<file path="config.mk">
export PLATFORM = sky130hd
export DESIGN_NAME = cc_serializer
export DESIGN_NICKNAME = d
export VERILOG_FILES = /design/src/rtl/cc_serializer.sv
export SDC_FILE = /design/constraint.sdc
export NUM_CORES = 1
export LEC_CHECK = 0
export CORE_UTILIZATION = 45
export CTS_CLUSTER_DIAMETER = 40
export CTS_CLUSTER_SIZE = 28
export DETAILED_ROUTE_END_ITERATION = 10
export GPL_TIMING_DRIVEN = 0
export PLACE_DENSITY = 0.77
export SYNTH_ARGS = -nofsm -noshare
export SYNTH_HDL_FRONTEND = slang
export SYNTH_SLANG_ARGS = --single-unit
</file>
<file path="constraint.sdc">
create_clock -name clk -period 2.5 [get_ports clk]
set_input_delay 0.625 -clock clk [delete_from_list [all_inputs] [get_ports clk]]
set_output_delay 0.625 -clock clk [all_outputs]
set_load 0.01 [all_outputs]
</file>
<file path="src/rtl/cc_serializer.sv">
// -----------------------------------------------------------------------------
// cc_serializer
//
// Pops 512-bit cache lines from a first-word-fall-through hit data FIFO and
// streams each one as eight 64-bit beats over a valid/ready interface. The
// beats go in critical-word-first order: the first beat is the word addressed
// by the byte offset stored with the line, and the order then wraps modulo 8.
// Back-to-back lines stream with no idle cycle between them.
//
// Ports
//   clk            clock, rising edge
//   rst_n          synchronous active-low reset
//   fifo_empty_i   FIFO empty flag
//   fifo_aempty_i  FIFO almost-empty flag (not used)
//   fifo_rdata_i   FIFO head: [517:512] byte offset, [511:0] line data
//   fifo_rden_o    pop strobe; the head entry is consumed on this edge
//   rdata_o        beat data
//   rlast_o        last beat of the line
//   rvalid_o       beat valid
//   rready_i       downstream ready
// -----------------------------------------------------------------------------
module cc_serializer (
  input  logic         clk,
  input  logic         rst_n,
  input  logic         fifo_empty_i,
  input  logic         fifo_aempty_i,
  input  logic [517:0] fifo_rdata_i,
  output logic         fifo_rden_o,
  output logic [63:0]  rdata_o,
  output logic         rlast_o,
  output logic         rvalid_o,
  input  logic         rready_i
);

  typedef enum logic {
    IDLE = 1'b0,
    SEND = 1'b1
  } state_e;

  state_e       state_q, state_d;
  logic [511:0] line_q,  line_d;
  logic [2:0]   start_q, start_d;
  logic [2:0]   cnt_q,   cnt_d;
  logic         pop;
  logic [2:0]   word_idx;
  logic [63:0]  word;

  // The almost-empty flag and the low offset bits carry no function here.
  logic unused_inputs;
  assign unused_inputs = fifo_aempty_i ^ (^fifo_rdata_i[514:512]);

  // Next-state logic.
  // NOTE: every signal written below gets its default first, so no path
  // leaves one unassigned and no latch is inferred.
  always_comb begin
    state_d = state_q;
    line_d  = line_q;
    start_d = start_q;
    cnt_d   = cnt_q;
    pop     = 1'b0;

    unique case (state_q)
      IDLE: begin
        if (!fifo_empty_i) begin
          pop     = 1'b1;
          line_d  = fifo_rdata_i[511:0];
          start_d = fifo_rdata_i[517:515];
          cnt_d   = 3'd0;
          state_d = SEND;
        end
      end

      SEND: begin
        if (rready_i) begin
          if (cnt_q == 3'd7) begin
            cnt_d = 3'd0;
            if (!fifo_empty_i) begin
              // Reload in the cycle the last beat completes: no bubble.
              pop     = 1'b1;
              line_d  = fifo_rdata_i[511:0];
              start_d = fifo_rdata_i[517:515];
            end else begin
              state_d = IDLE;
            end
          end else begin
            cnt_d = cnt_q + 3'd1;
          end
        end
      end

      default: state_d = IDLE;
    endcase
  end

  // State registers.
  // NOTE: sequential state uses non-blocking assignments only, so every
  // register samples the pre-edge values regardless of block ordering.
  always_ff @(posedge clk) begin
    if (!rst_n) begin
      state_q <= IDLE;
      cnt_q   <= 3'd0;
      start_q <= 3'd0;
      // NOTE: the line register is reset as well so that rdata_o reads zero
      // coming out of reset instead of stale data from an abandoned line.
      line_q  <= '0;
    end else begin
      state_q <= state_d;
      cnt_q   <= cnt_d;
      start_q <= start_d;
      line_q  <= line_d;
    end
  end

  // 3-bit add wraps naturally, giving the critical-word-first rotation.
  assign word_idx = start_q + cnt_q;
  assign word     = line_q[{word_idx, 6'b0} +: 64];

  // Outputs are forced idle while reset is held, so nothing is popped or
  // presented during the reset cycle itself.
  assign fifo_rden_o = rst_n & pop;
  assign rvalid_o    = rst_n & (state_q == SEND);
  assign rlast_o     = rvalid_o & (cnt_q == 3'd7);
  assign rdata_o     = rst_n ? word : 64'd0;

endmodule

</file>
=== After elaboration in Yosys (flattened, before gate mapping) ===
Index checks and enable logic that the tools add are counted.

* Latch bits: 0
* Memories kept: 0
* Register bits: 519
* ROM bits: 0
* Word-level logic and storage cells: 37
* Bits of input ports: 523
* RAM bits: 0
* Output and inout bits: 67

* Multiplexer cells: 20
* Equal/unequal tests: 4
* $lt $le $gt $ge: 0
* Shift-type cells: 1
* Multipliers: 0
* Bitwise operators: 4
* Divide/modulo/power cells: 0
* Add/subtract/negate cells: 2
* Reductions and logical operators: 2

{| class="wikitable"
|+ Operators by type and width
! operator !! count
|-
| 512-bit 2-to-1 mux || 3
|-
| 512-bit case mux with 2 select lines || 1
|-
| 512-bit by 10-bit variable part select with 64-bit output || 1
|-
| 64-bit 2-to-1 mux || 1
|-
| 3-bit 2-to-1 mux || 6
|-
| 3-bit case mux with 2 select lines || 2
|-
| 1-bit 2-to-1 mux || 5
|-
| 2-bit != test, second input constant || 2
|-
| 1-bit case mux with 2 select lines || 2
|-
| 2-bit AND reduction || 2
|-
| 3-bit by 1-bit adder with 3-bit output, second input constant || 1
|-
| 3-bit adder || 1
|-
| 1-bit bitwise AND || 3
|-
| 3-bit equality test, second input constant || 1
|-
| 2-bit by 1-bit != test with 1-bit output, second input constant || 1
|-
| 1-bit NOT || 1
|}

=== Logic depth before layout (Yosys ltp) ===
Gate-level depths: netlist of the first run.

* Word-level depth: 5
* Gate-level depth with buffers: 9
* Gate-level depth less buffers: 6

=== Worst setup path after synthesis of the first run ===
No wires, ideal clock.

* Path type: register to output
* Start point: register cnt_q[0]
* End point: output port rdata_o[50]
* Required time: 1.875 ns
* Arrival: 2.063 ns
* Buffers on the path: 2
* Stages on the path, launching flop included: 9
* Setup slack: -0.188 ns
* Cells stage by stage: dfxtp_1 ha_1 inv_1 fa_1 buf_4 buf_6 mux4_2 nand2_1 a21oi_1

* Longest elaborated chain between the ends: 3

{| class="wikitable"
|+ Ends and longest elaborated chain
! item !! RTL line !! text
|-
| start: declaration || 43 || <nowiki>logic [2:0] cnt_q, cnt_d;</nowiki>
|-
| start signal: assignment || 108 || <nowiki>cnt_q <= cnt_d;</nowiki>
|-
| 3-bit adder || 115 || <nowiki>assign word_idx = start_q + cnt_q;</nowiki>
|-
| 512-bit by 10-bit variable part select with 64-bit output || 116 || <nowiki>assign word = line_q[{word_idx, 6'b0} +: 64];</nowiki>
|-
| 64-bit 2-to-1 mux || 123 || <nowiki>assign rdata_o = rst_n ? word : 64'd0;</nowiki>
|-
| end: declaration || 29 || <nowiki>output logic [63:0] rdata_o,</nowiki>
|}

No other way between the ends.

=== Worst setup path after layout of the first run ===
* Start point: register start_q[0]
* End point: output port rdata_o[53]

* Longest elaborated chain between the ends: 3

{| class="wikitable"
|+ Ends and longest elaborated chain
! item !! RTL line !! text
|-
| start: declaration || 42 || <nowiki>logic [2:0] start_q, start_d;</nowiki>
|-
| start signal: assignment || 109 || <nowiki>start_q <= start_d;</nowiki>
|-
| 3-bit adder || 115 ||
|-
| 512-bit by 10-bit variable part select with 64-bit output || 116 ||
|-
| 64-bit 2-to-1 mux || 123 ||
|}

No other way between the ends.

==> results of run 1 <==
## where the power goes
group / total, W / switching [W] / internal, W / leakage [nW]
Combinational: 0.00420 / 0.00226 / 0.00194 / 6.87
Sequential: 0.00900 / 0.000252 / 0.00875 / 4.26
Clock: 0.0128 / 0.00462 / 0.00817 / 1.49
## through the flow
stage	utilization, %	TNS, ns	cells	setup WS [ns]
floorplan	-	-0.810	2750	-0.0751
global placement	59.2	-170.17	4014	-1.65
detailed placement	59.2	-178.14	4014	-1.63
CTS	66.2	-66.93	4180	-1.12
global route	66.9	-67.37	4207	-1.12
finish	66.9	-65.10	4212	-1.09
## sequential cells by signal (all words and copies together) (netlist names)
register	count
state_q	1
line_q	512
start_q	3
cnt_q	3
## placed cells by master, fill, tap and decap left out, drive strengths merged, types with 14 or more instances in the layout
master,instances
a21oi,582
buf,278
bufinv,14
clkbuf,240
clkdlybuf4s50,518
clkinv,16
dfxtp,519
diode,24
inv,21
mux4,128
nand2,129
nand3,517
o21ai,515
## area by class of cell
class,count,share of cell area (%)
tap,680,2.45
multi-input combinational,1890,35.7
timing repair buffer,602,17.1
clock inverter,56,2.29
buffer,335,5.59
sequential,519,30.0
inverter,5,0.0541
clock buffer,101,6.66
antenna,24,0.173
## cell families after synthesis
family	after synthesis	synth area share [%]
mux	128	12.1
fa+ha+maj	5	0.294
xor+xnor	2	0.194
buf+inv	341	7.47
compound gates	1103	23.3
simple gates	652	13.0
flops	519	43.6
## critical path: cells and delay by family, from the launching register on
kind                     cells  cell delay, ns
flip-flops                   1            0.35
multiplexers                 1            0.55
adder cells (fa/ha/maj)      2            0.71
AO/OA/AOI/OAI                1            0.07
AND/OR/NAND/NOR              1            0.12
buffers and inverters        4            0.52
## metal layers
metal,vias up,routed length (µm)
met2,1834,50200
met3,368,12700
li1,11500,-
met5,-,46
met1,12800,40600
met4,6,7110
## path summary, 6_finish.rpt
check | end | slack (ns)
max | rdata_o[53] | -1.09
min | line_q[297] | 0.47
max reg2reg | line_q[246] | 0.06
min reg2reg | line_q[297] | 0.47
## repair_timing
| action | 4_1_cts | 5_1_grt |
|---|---|---|
| cloned | 1 | 2 |
| pin swaps | 45 | 46 |
| setup buffers | 8 | 7 |
| setup endpoints to repair | 67 | 65 |
| gates resized for setup | 415 | 93 |
==> key figures, run 1 <==
Run status
  – Outcome: finished with violations
  – Failing checks: DRC, setup timing

Worst setup path
  – Crit-path max FO: 6
  – Critical path's slowest cell: fa_2
  – Critical Path Source: start_q[0]
  – Crit Path Class: flop to output pin
  – Crit end category: output pin
  – R2R depth: 9
  – CP max stage delay: 0.58 ns
  – Reg2reg start: cnt_q[0]
  – Worst EP required: 1.88 ns
  – Crit path arrival time: 2.97 ns
  – CP Launch Type: flop
  – Cell chain of the critical path: ha_4 > inv_2 > fa_2 > buf_12 > buf_16 > mux4_2 > nand2_2 > a21oi_2 > buf_2

Timing
  – Final slew viol count: 0
  – Peak Freq: 279 MHz
  – Setup-failing EPs final: 65
  – Slew @ Worst Pin: 1.23 ns
  – Minimum clock period after layout: 3.59 ns
  – Unrepaired setup endpoints after global routing: yes
  – Worst slew margin: 18.2%
  – Final Cycle Share: 144%
  – Hold Slack: 0.470 ns
  – Final Hold Viols: 0
  – Worst-case clock skew: 0.0169 ns
  – Final worst slack: -1.09 ns

Place
  – GP Congestion: 0.981
  – DP HPWL: 82,200 µm
  – IO buf count: 584
  – Post-DP Area: 30,700 µm²

Flow run
  – Max_cap viols: 0

Synth
  – Synth cell types: 27
  – Synth Flop Type: dfxtp_1
  – Post-synth top area share: 43.6%
  – Most numerous cell in the Yosys netlist: a21oi_1
  – Top post-synthesis cells by area: dfxtp_1 (44%), a21oi_1 (12%), mux4_2 (12%)
  – Cell Area, Synth: 23,800 µm²
  – Synth Net Count: 3,278
  – Synth Warn #: 0
  – Seq/Total Area, Yosys: 43.6%
  – Synth area leader: dfxtp_1
  – Commonest cells post-synth: a21oi_1 (582), dfxtp_1 (519), nand3_1 (517)
  – Register bit total from synthesis: 519
  – EDFF count, synth: 0
  – Synthesized instance count: 2,750
  – Async S/R FF share, synth: 0%
  – Average cell area after synthesis: 8.66 µm²

Worst hold path
  – Hold Crit Class: flop to flop
  – Hold_sp: line_q[297]
  – Worst Hold Depth: 2

Global route
  – Antenna violations before repair: 24
  – GRT Total Usage: 39.8%
  – Vias in the first global route: 25,300
  – Global routing usage on met2: 61.8%
  – Met1 usage: 49.2%
  – Largest net degree at the start of global routing: 17
  – Busiest grt layer: met2
  – GRT met3 Usage: 10.4%
  – Grt total ovfl: 0
  – First-pass GRT wire length: 158,000 µm

Final layout
  – Fin nets: 3,965
  – Area delta synth->final: 45.6%
  – Fill cell count: 4,266
  – Share of layout cells above drive strength 1: 20.8%
  – Area of the multi-input gates: 12,400 µm²
  – Register area: 10,400 µm²
  – Post-route cell area: 34,700 µm²

Floorplan
  – Die span in y: 232 µm
  – Site Rows: 83
  – IO Count: 590
  – DIE AREA: 53,900 µm²
  – Initial Util: 46.0%
  – Die width: 232 µm
  – Core ar.: 51,800 µm²

Clock network
  – Clk slew on worst S/H paths: 0.06 ns
  – CTS max path bufs: 3
  – Clk Tree Root Cell: clkbuf_16
  – Worst-Skew Late Latency: 0.64 ns
  – H-tree depth: 3
  – Num CTS Buffers: 84
  – CTS tree: yes
  – TritonCTS Sinks: 519
  – Hold buffers post-CTS: 0

Power and ir drop
  – Pwr Total: 0.0260 W
  – Peak supply drop: 0.678 mV
  – Pwr/cell area: 749 nW/µm²
  – Pleak: 12.6 nW

Detailed routing
  – DRT iter0 DRCs: 3,161
  – Vias per inst: 6.30
  – Post-route ant nets: 0
  – Routed vias: 26,500
  – Wirelength per Cell: 26.3 µm
  – DR DRC count: 2
  – Final WL: 111,000 µm
  – DRT Pass-1 Iters: 9
Power figures use the tool's default switching activity.
==> inputs of run 2 (changes only) <==
- GPL_ROUTABILITY_DRIVEN: default -> 1
- REMOVE_ABC_BUFFERS: default -> 1
==> run 2 against run 1 <==
  * The flow finishes with violations (setup timing)
  * Sequential power about the same
  * Via count down 6.8%
  * Final area down 2.2%
  * Utilization down 1.4 points
  * Largest cell class unchanged
  * Highest routed layer unchanged
==> key figures, run 2 (same netlist as run 1, synthesis figures left out) <==
Run status
  – Outcome: finished with violations
  – Failing checks: setup timing

Clock network
  – H-tree depth: 3
  – CTS tree: yes
  – Worst-Skew Late Latency: 0.62 ns
  – CTS max path bufs: 3
  – Clk Tree Root Cell: clkbuf_16
  – Num CTS Buffers: 76
  – TritonCTS Sinks: 519
  – Clk slew on worst S/H paths: 0.06 ns

Timing
  – Setup-failing EPs final: 65
  – Unrepaired setup endpoints after global routing: yes
  – Hold Slack: 0.471 ns
  – Worst-case clock skew: 0.0325 ns
  – Minimum clock period after layout: 3.81 ns
  – Peak Freq: 262 MHz
  – Setup_tns: -78.78 ns
  – Final Cycle Share: 152%
  – Final Hold Viols: 0
  – Final worst slack: -1.31 ns
  – Worst slew margin: 41.2%
  – Final slew viol count: 0
  – Slew @ Worst Pin: 0.882 ns

Detailed routing
  – Wirelength per Cell: 23.2 µm
  – Vias per inst: 6.26
  – DRT iter0 DRCs: 2,767
  – Routed vias: 24,700
  – DRT Pass-1 Iters: 6
  – Final WL: 91,700 µm
  – DR DRC count: 0
  – Post-route ant nets: 0

Worst setup path
  – Crit Path Class: flop to output pin
  – Crit path arrival time: 3.19 ns
  – CP delay by family, top: adder cells
  – Crit end category: output pin
  – Critical path's slowest cell: fa_4
  – WP buf/inv: 4
  – CP max stage delay: 0.94 ns
  – Crit-path max FO: 6
  – Worst EP required: 1.88 ns
  – CP Launch Type: flop
  – Cell chain of the critical path: inv_1 > fa_4 > buf_8 > buf_16 > mux4_2 > nand2_2 > a21oi_2 > buf_2
  – FF-to-FF setup slack: 0.02 ns

Final layout
  – Area delta synth->final: 42.5%
  – Most frequent cells in the layout: a21oi_1 (547), nand3_1 (517), clkdlybuf4s50_1 (516), dfxtp_1 (515), o21ai_0 (502)
  – Fill cell count: 3,979
  – Biggest regs: line_q: 512 flops, cnt_q: 3 flops, start_q: 3 flops
  – Post-route cell area: 33,900 µm²
  – Fin nets: 3,726
  – Most common cell after layout, fill and taps aside: a21oi_1
  – Share of layout cells above drive strength 1: 16.7%
  – Largest Register: line_q
  – Max FFs per register: 512

Power and ir drop
  – Pwr Total: 0.0245 W
  – Pwr/cell area: 721 nW/µm²
  – Pleak: 12.1 nW
  – Peak supply drop: 0.570 mV

Global route
  – GRT Total Usage: 31.3%
  – Grt total ovfl: 0
  – Vias in the first global route: 23,600
  – First-pass GRT wire length: 132,000 µm
  – Antenna violations before repair: 15
  – Largest net degree at the start of global routing: 190

Floorplan
  – DIE AREA: 53,900 µm²
  – Die span in y: 232 µm
  – Initial Util: 46.0%
  – IO Count: 590
  – Site Rows: 83
  – Die width: 232 µm
  – Core ar.: 51,800 µm²

Flow run
  – Max_cap viols: 0

Place
  – IO buf count: 585
  – DP HPWL: 48,700 µm
  – Post-DP Area: 29,700 µm²
  – GP Congestion: 0.863

Worst hold path
  – Hold Crit Class: flop to flop
[run 2: power by group]
part | internal, W | switching, W
combinational | 0.00204 | 0.00196
clock | 0.00700 | 0.00450
sequential | 0.00875 | 0.000227
[run 2: area by class of cell]
cell class              instances  area, µm²  area share (%)
repair buffers                702       7880            23.2
diodes                          8       20.0          0.0590
clock inverters                57        712            2.10
inverters                       5       52.6           0.155
flip-flops and latches        519      10400            30.6
multi-input cells            1894      12000            35.4
well taps                     680        851            2.51
clock buffers                  85       2030            5.98
[run 2: worst paths after layout]
kind,startpoint,end,cells after the start
max,start_q[1],rdata_o[47],8
max reg2reg,cnt_q[2],line_q[84],8
min,line_q[54],line_q[54],2
min reg2reg,line_q[54],line_q[54],2
[run 2: worst register-to-register path, stage by stage, from the launching register on]
cell and delay (ns):
dfxtp_1 0.61, ha_4 0.22, buf_4 0.19, a21bo_4 0.22
buf_16 0.24, buf_16 0.24, bufbuf_16 0.36, nand3_1 0.12
a21oi_1 0.19
[run 2: per-layer routing]
metal  GRT usage [%]  up-vias  wire (µm)
li1                -    11000          -
met1            37.9    11800      33900
met2            49.8     1517      42200
met3            9.32      362      10200
met4            17.1       14       5270
met5               0        -         95
[run 2: timing repair]
action / 4_1_cts / 5_1_grt
pin swaps: 20 / 34
setup buffers: 32 / 29
gates cloned: 21 / 14
hold buffers: 0 / 0
setup endpoints to repair: 435 / 426
gates resized for setup: 294 / 129
[run 2: stage by stage]
stage	util [%]	setup slack, ns	instances
2_1_floorplan	-	-6.84	2414
3_3_place_gp	55.5	-33.78	3679
3_5_place_dp	57.3	-1.69	3714
4_1_cts	64.2	-1.38	3906
5_1_grt	65.5	-1.39	3948
6_report	65.5	-1.31	3950
